## src/rtl/mfp_mac_par.sv

```systemverilog
// Pipelined, fully parallel fixed-point dot product over ArrL element pairs.
// Each product is rounded to PordW_ROUND-In1W fractional bits and saturated.
// The rounded products are summed in a binary adder tree that is wide enough
// never to overflow. The sum is rounded back to an integer, saturated to
// AccW_ROUND bits and registered. All registers advance only when en=1.
module mfp_mac_par #(
  parameter int unsigned In1W         = 9,
  parameter int unsigned In2W         = In1W,
  parameter int unsigned ArrL         = 19,
  parameter int unsigned PordW_ROUND  = In1W + 2,
  parameter int unsigned AccW_ROUND   = In1W,
  parameter int unsigned pipeInterval = 3
) (
  input  logic                         clk,
  input  logic                         rst,
  input  logic                         en,
  input  logic [In1W*ArrL-1:0]         in1,
  input  logic [In2W*ArrL-1:0]         in2,
  output logic signed [AccW_ROUND-1:0] out
);

  localparam int unsigned ProdW  = In1W + In2W;
  localparam int unsigned FracP  = PordW_ROUND - In1W;
  // Bits dropped when going from In2W-1 to FracP fractional bits; must be >= 1.
  localparam int unsigned PShift = In2W - 1 - FracP;
  localparam int unsigned D      = (ArrL > 1) ? $clog2(ArrL) : 0;
  localparam int unsigned SumW   = PordW_ROUND + D;

  // Product rounding constants, one guard bit above the full product width.
  localparam logic signed [ProdW:0] PHalf = (ProdW + 1)'(1 << (PShift - 1));
  localparam logic signed [ProdW:0] PMax  =
      {{(ProdW + 2 - PordW_ROUND){1'b0}}, {(PordW_ROUND - 1){1'b1}}};
  localparam logic signed [ProdW:0] PMin  = ~PMax;

  // Output rounding constants, one guard bit above the tree width.
  localparam logic signed [SumW:0] AMax =
      {{(SumW + 2 - AccW_ROUND){1'b0}}, {(AccW_ROUND - 1){1'b1}}};
  localparam logic signed [SumW:0] AMin = ~AMax;

  // Number of operands present at a given tree level.
  function automatic int unsigned node_cnt(input int unsigned lvl);
    int unsigned n;
    n = ArrL;
    for (int unsigned i = 0; i < lvl; i++) n = (n + 1) / 2;
    return n;
  endfunction

  logic signed [PordW_ROUND-1:0] prod_d [ArrL];
  logic signed [PordW_ROUND-1:0] prod_q [ArrL];

  // Per-element multiply, round-half-up and saturate.
  for (genvar i = 0; i < ArrL; i++) begin : g_prod
    logic signed [In1W-1:0] a;
    logic signed [In2W-1:0] b;
    logic signed [ProdW:0]  p;
    logic signed [ProdW:0]  pr;

    assign a  = in1[i*In1W +: In1W];
    assign b  = in2[i*In2W +: In2W];
    assign p  = (ProdW + 1)'(a) * (ProdW + 1)'(b);
    assign pr = (p + PHalf) >>> PShift;

    // Clamp the rounded product to the signed PordW_ROUND range.
    always_comb begin
      prod_d[i] = pr[PordW_ROUND-1:0];
      if (pr > PMax) begin
        prod_d[i] = PMax[PordW_ROUND-1:0];
      end else if (pr < PMin) begin
        prod_d[i] = PMin[PordW_ROUND-1:0];
      end
    end
  end

  // Product register stage.
  always_ff @(posedge clk) begin
    if (rst) begin
      prod_q <= '{default: '0};
    end else if (en) begin
      prod_q <= prod_d;
    end
  end

  // Level l operands as seen by level l+1 (registered or combinational).
  logic signed [SumW-1:0] lvl_src [D+1][ArrL];

  for (genvar j = 0; j < ArrL; j++) begin : g_lvl0
    assign lvl_src[0][j] = SumW'(prod_q[j]);
  end

  for (genvar l = 1; l <= D; l++) begin : g_lvl
    localparam int unsigned NIn  = node_cnt(l - 1);
    localparam int unsigned NOut = node_cnt(l);
    localparam bit          Reg  = ((l % pipeInterval) == 0) || (l == D);

    for (genvar j = 0; j < ArrL; j++) begin : g_node
      if (j < NOut) begin : g_used
        logic signed [SumW-1:0] sum;
        // Odd leftover operand passes straight through.
        if (2 * j + 1 < NIn) begin : g_add
          assign sum = lvl_src[l-1][2*j] + lvl_src[l-1][2*j+1];
        end else begin : g_pass
          assign sum = lvl_src[l-1][2*j];
        end

        if (Reg) begin : g_reg
          logic signed [SumW-1:0] sum_q;
          // Tree pipeline register after this level.
          always_ff @(posedge clk) begin
            if (rst) begin
              sum_q <= '0;
            end else if (en) begin
              sum_q <= sum;
            end
          end
          assign lvl_src[l][j] = sum_q;
        end else begin : g_comb
          assign lvl_src[l][j] = sum;
        end
      end else begin : g_unused
        assign lvl_src[l][j] = '0;
      end
    end
  end

  logic signed [SumW:0]         acc_r;
  logic signed [AccW_ROUND-1:0] out_d;

  if (FracP > 0) begin : g_out_rnd
    localparam logic signed [SumW:0] AHalf = (SumW + 1)'(1 << (FracP - 1));
    assign acc_r = ((SumW + 1)'(lvl_src[D][0]) + AHalf) >>> FracP;
  end else begin : g_out_nornd
    assign acc_r = (SumW + 1)'(lvl_src[D][0]);
  end

  // Clamp the rounded sum to the signed output range.
  always_comb begin
    out_d = acc_r[AccW_ROUND-1:0];
    if (acc_r > AMax) begin
      out_d = AMax[AccW_ROUND-1:0];
    end else if (acc_r < AMin) begin
      out_d = AMin[AccW_ROUND-1:0];
    end
  end

  // Output register.
  always_ff @(posedge clk) begin
    if (rst) begin
      out <= '0;
    end else if (en) begin
      out <= out_d;
    end
  end

endmodule

```

## config.mk

```make
export PLATFORM = sky130hd
export DESIGN_NAME = mfp_mac_par
export DESIGN_NICKNAME = d
export VERILOG_FILES = /design/src/rtl/mfp_mac_par.sv
export SDC_FILE = /design/constraint.sdc
export NUM_CORES = 2
export LEC_CHECK = 0
export ABC_AREA = 1
export CELL_PAD_IN_SITES_DETAIL_PLACEMENT = 1
export CELL_PAD_IN_SITES_GLOBAL_PLACEMENT = 2
export CORE_ASPECT_RATIO = 1.25
export CORE_MARGIN = 2
export CORE_UTILIZATION = 30
export DETAILED_ROUTE_END_ITERATION = 10
export HOLD_SLACK_MARGIN = 0.03
export PLACE_DENSITY = 0.68
export SLEW_MARGIN = 20
export SYNTH_ARGS = -nofsm -noshare
export SYNTH_HDL_FRONTEND = slang
export SYNTH_SLANG_ARGS = --single-unit
```

## constraint.sdc

```tcl
create_clock -name clk -period 7.1 [get_ports clk]
set_clock_uncertainty 0.05 [all_clocks]
set_input_delay 1.42 -clock clk [delete_from_list [all_inputs] [get_ports clk]]
set_output_delay 1.42 -clock clk [all_outputs]
set_load 0.01 [all_outputs]
```

==> flow_summary.ini <==
[run_status]
status = finished, final reports clean

[die]
start_util = 0.302
ios = 354
num_rows = 209
die_h_um = 576
chipWidth_um = 462
fp.coreArea_um2 = 260000
die_area_um2 = 266000

[sta]
setup_ws_ns = 0.611
rsz0062_at_grt = false
setup_viol_count_final = 0
slew_headroom = 0.316
drv_slew = 0
worst_pin_slew_ns = 1.03
fin_crit_sh = 0.914
fmax_mhz = 154
hold_viol_final = 0
fin_crit_ns = 6.49

[critical_path]
worstSetupStartpointType = input pin
cp-end-kind = register
crit_path_cell_trace = clkdlybuf4s50_1 -> nand2_1 -> fa_1 -> inv_1 -> fa_1 -> ha_1 -> inv_1 -> fa_1 -> inv_1 -> fa_1 -> nand2_1 -> nor3_1 -> nand2_1 -> fa_1 -> nand3b_1 -> nand2_1 -> nand3_1 -> nand3_1 -> nand2_1 -> nand2_1 -> nand3_1 -> nand2_2 -> nand3_1 -> a21oi_1
crit_path_max_fanout = 9
crit_required_ns = 7.55
worstPathArrival_ns = 6.94
max_stage_delay_ns = 0.62
crit_top_cell = nand2_1
cp_slowest_cell = clkdlybuf4s50_1
crit_type = in -> reg

[cts]
cts_inserted_buffers = 38
ctsRootBufferMaster = clkbuf_16
clock_latency_ns = 0.57
path_clk_slew_ns = 0.06
post_cts_resize_count = 0
cts_hold_buf = 0
cts_setup_buffers = 0
cts_tree = yes
clockBufferDepth = 3
cts-htree-levels = 2
cts.sinks = 274

[finish]
mostFrequentLayoutCell = inv_1
layout_common_cells = 2536 x inv_1, 2369 x nand2_1, 1570 x fa_1
nets = 12900
syn2layout_area_growth_pct = 12.0
layoutNonFillerInstCount = 13800
drive_above_1_share = 0.0502

[routing]
via_per_inst = 4.50
ant_nets = 0
routed_wl_mm = 234
drtIter0Drc = 1871
first_pass_iters = 7
drt-wirelength-per-cell_um = 17.0
drc = 0
via_count = 62000

[logic_synthesis]
syn_inst = 10000
synth-edff-count = 0
yosys_register_bits = 274
synthArstFlopShare = 0
yosys_warnings = 0
synth_fp_nets = 12600
syn_area_per_cell_um2 = 7.82
synthFlopType = dfxtp_1
synth-seq-area-share = 0.0699
synth_area_um2 = 78500
synth.distinct_cells = 54

[placement]
dp.cells = 13700
gp_congestion = 0.828
place_ws_ns = -0.0210
io_buffers = 353
place_hpwl_mm = 210

[global_route]
track_usage = 0.181
antenna_found_initial = 12
grt_start_max_net_pins = 151
grt_first_pass_wirelength_mm = 386
grt_pass1_vias = 71600
grt_overflow_total = 0

[worst_hold_path]
hp-class = reg -> reg

[job]
maxCapViolCount = 0
[worst max-delay path: cells and delay by family]
family                     cells  cell delay (ns)
buffers and inverters          4             0.78
AOI/OAI and AO/OA              1             0.19
and+or+nand+nor               13             1.79
adders and majority gates      6             2.75
[layer usage]
layer	track usage	wire (µm)	vias up
met3	0.00996	3540	154
met4	0.0295	3940	8
met1	0.208	94100	31400
met5	0	42	-
li1	-	-	30000
met2	0.364	133000	437
[metrics by stage]
step	util	area [µm²]	TNS, ns	hold slack [ns]
2_1_floorplan	-	78500	0	0.395
5_1_grt	0.339	87900	0	0.446
3_3_place_gp	0.334	86600	0	0.408
3_5_place_dp	0.334	86600	-0.0210	0.418
4_1_cts	0.339	87900	0	0.425
6_report	0.339	87900	0	0.417
[cell families after synthesis]
family                     after synthesis  share of synthesized area
AOI/OAI and AO/OA                      990                     0.0707
xor gates and xnor gates               281                     0.0314
adders and majority gates             2271                      0.512
buffers and inverters                 2956                      0.144
DFF                                    274                     0.0699
and+or+nand+nor                       3260                      0.172
[synthesized netlist by cell type, drive strengths merged (31+ instances only)]
| library cell | instances | area, µm² |
|---|---|---|
| xnor2 | 131 | 1150 |
| ha | 701 | 8770 |
| inv | 2541 | 9540 |
| buf | 70 | 443 |
| clkbuf | 325 | 1240 |
| nor3 | 55 | 317 |
| fa | 1570 | 31400 |
| nand4 | 31 | 194 |
| nor2 | 360 | 1430 |
| dfxtp | 274 | 5490 |
| o21ai | 360 | 1820 |
| or2 | 40 | 250 |
| nand3b | 51 | 387 |
| xor2 | 150 | 1310 |
| nand2 | 2452 | 9470 |
| nand3 | 239 | 1240 |
| a21oi | 497 | 2710 |
[worst paths after layout]
kind / from / end / slack (ns) / depth (start not counted)
setup / recovery: in2[129] / lvl_src[1587]$_SDFFE_PP0P_ / 0.61 / 24
hold / removal: out[8]$_SDFFE_PP0P_ / out[8]$_SDFFE_PP0P_ / 0.42 / 2
setup reg to reg: lvl_src[1745]$_SDFFE_PP0P_ / g_lvl[3].g_node[0].g_used.g_reg.sum_q[10]$_SDFFE_PP0P_ / 2.54 / 18
hold reg to reg: out[8]$_SDFFE_PP0P_ / out[8]$_SDFFE_PP0P_ / 0.42 / 2
[registers in the layout, indices dropped and copies added, names as in the netlist]
register                         cells
out                                  9
g_lvl.g_node.g_used.g_reg.sum_q     56
lvl_src                            198
g_lvl.g_node.g_used.sum             11
[area by class of cell]
type	instances	area [µm²]
Antenna cell	4	10.0
Clock inverter	11	148
Fill cell	31200	172000
Sequential cell	274	5490
Multi-Input combinational cell	6802	61700
Tap cell	3481	4360
Inverter	2561	9620
Clock buffer	56	1150
Timing Repair Buffer	601	5420
Power is left out: the tool's default activity adds up to more than one toggle a clock period on the data nets, which glitch-free logic cannot reach.
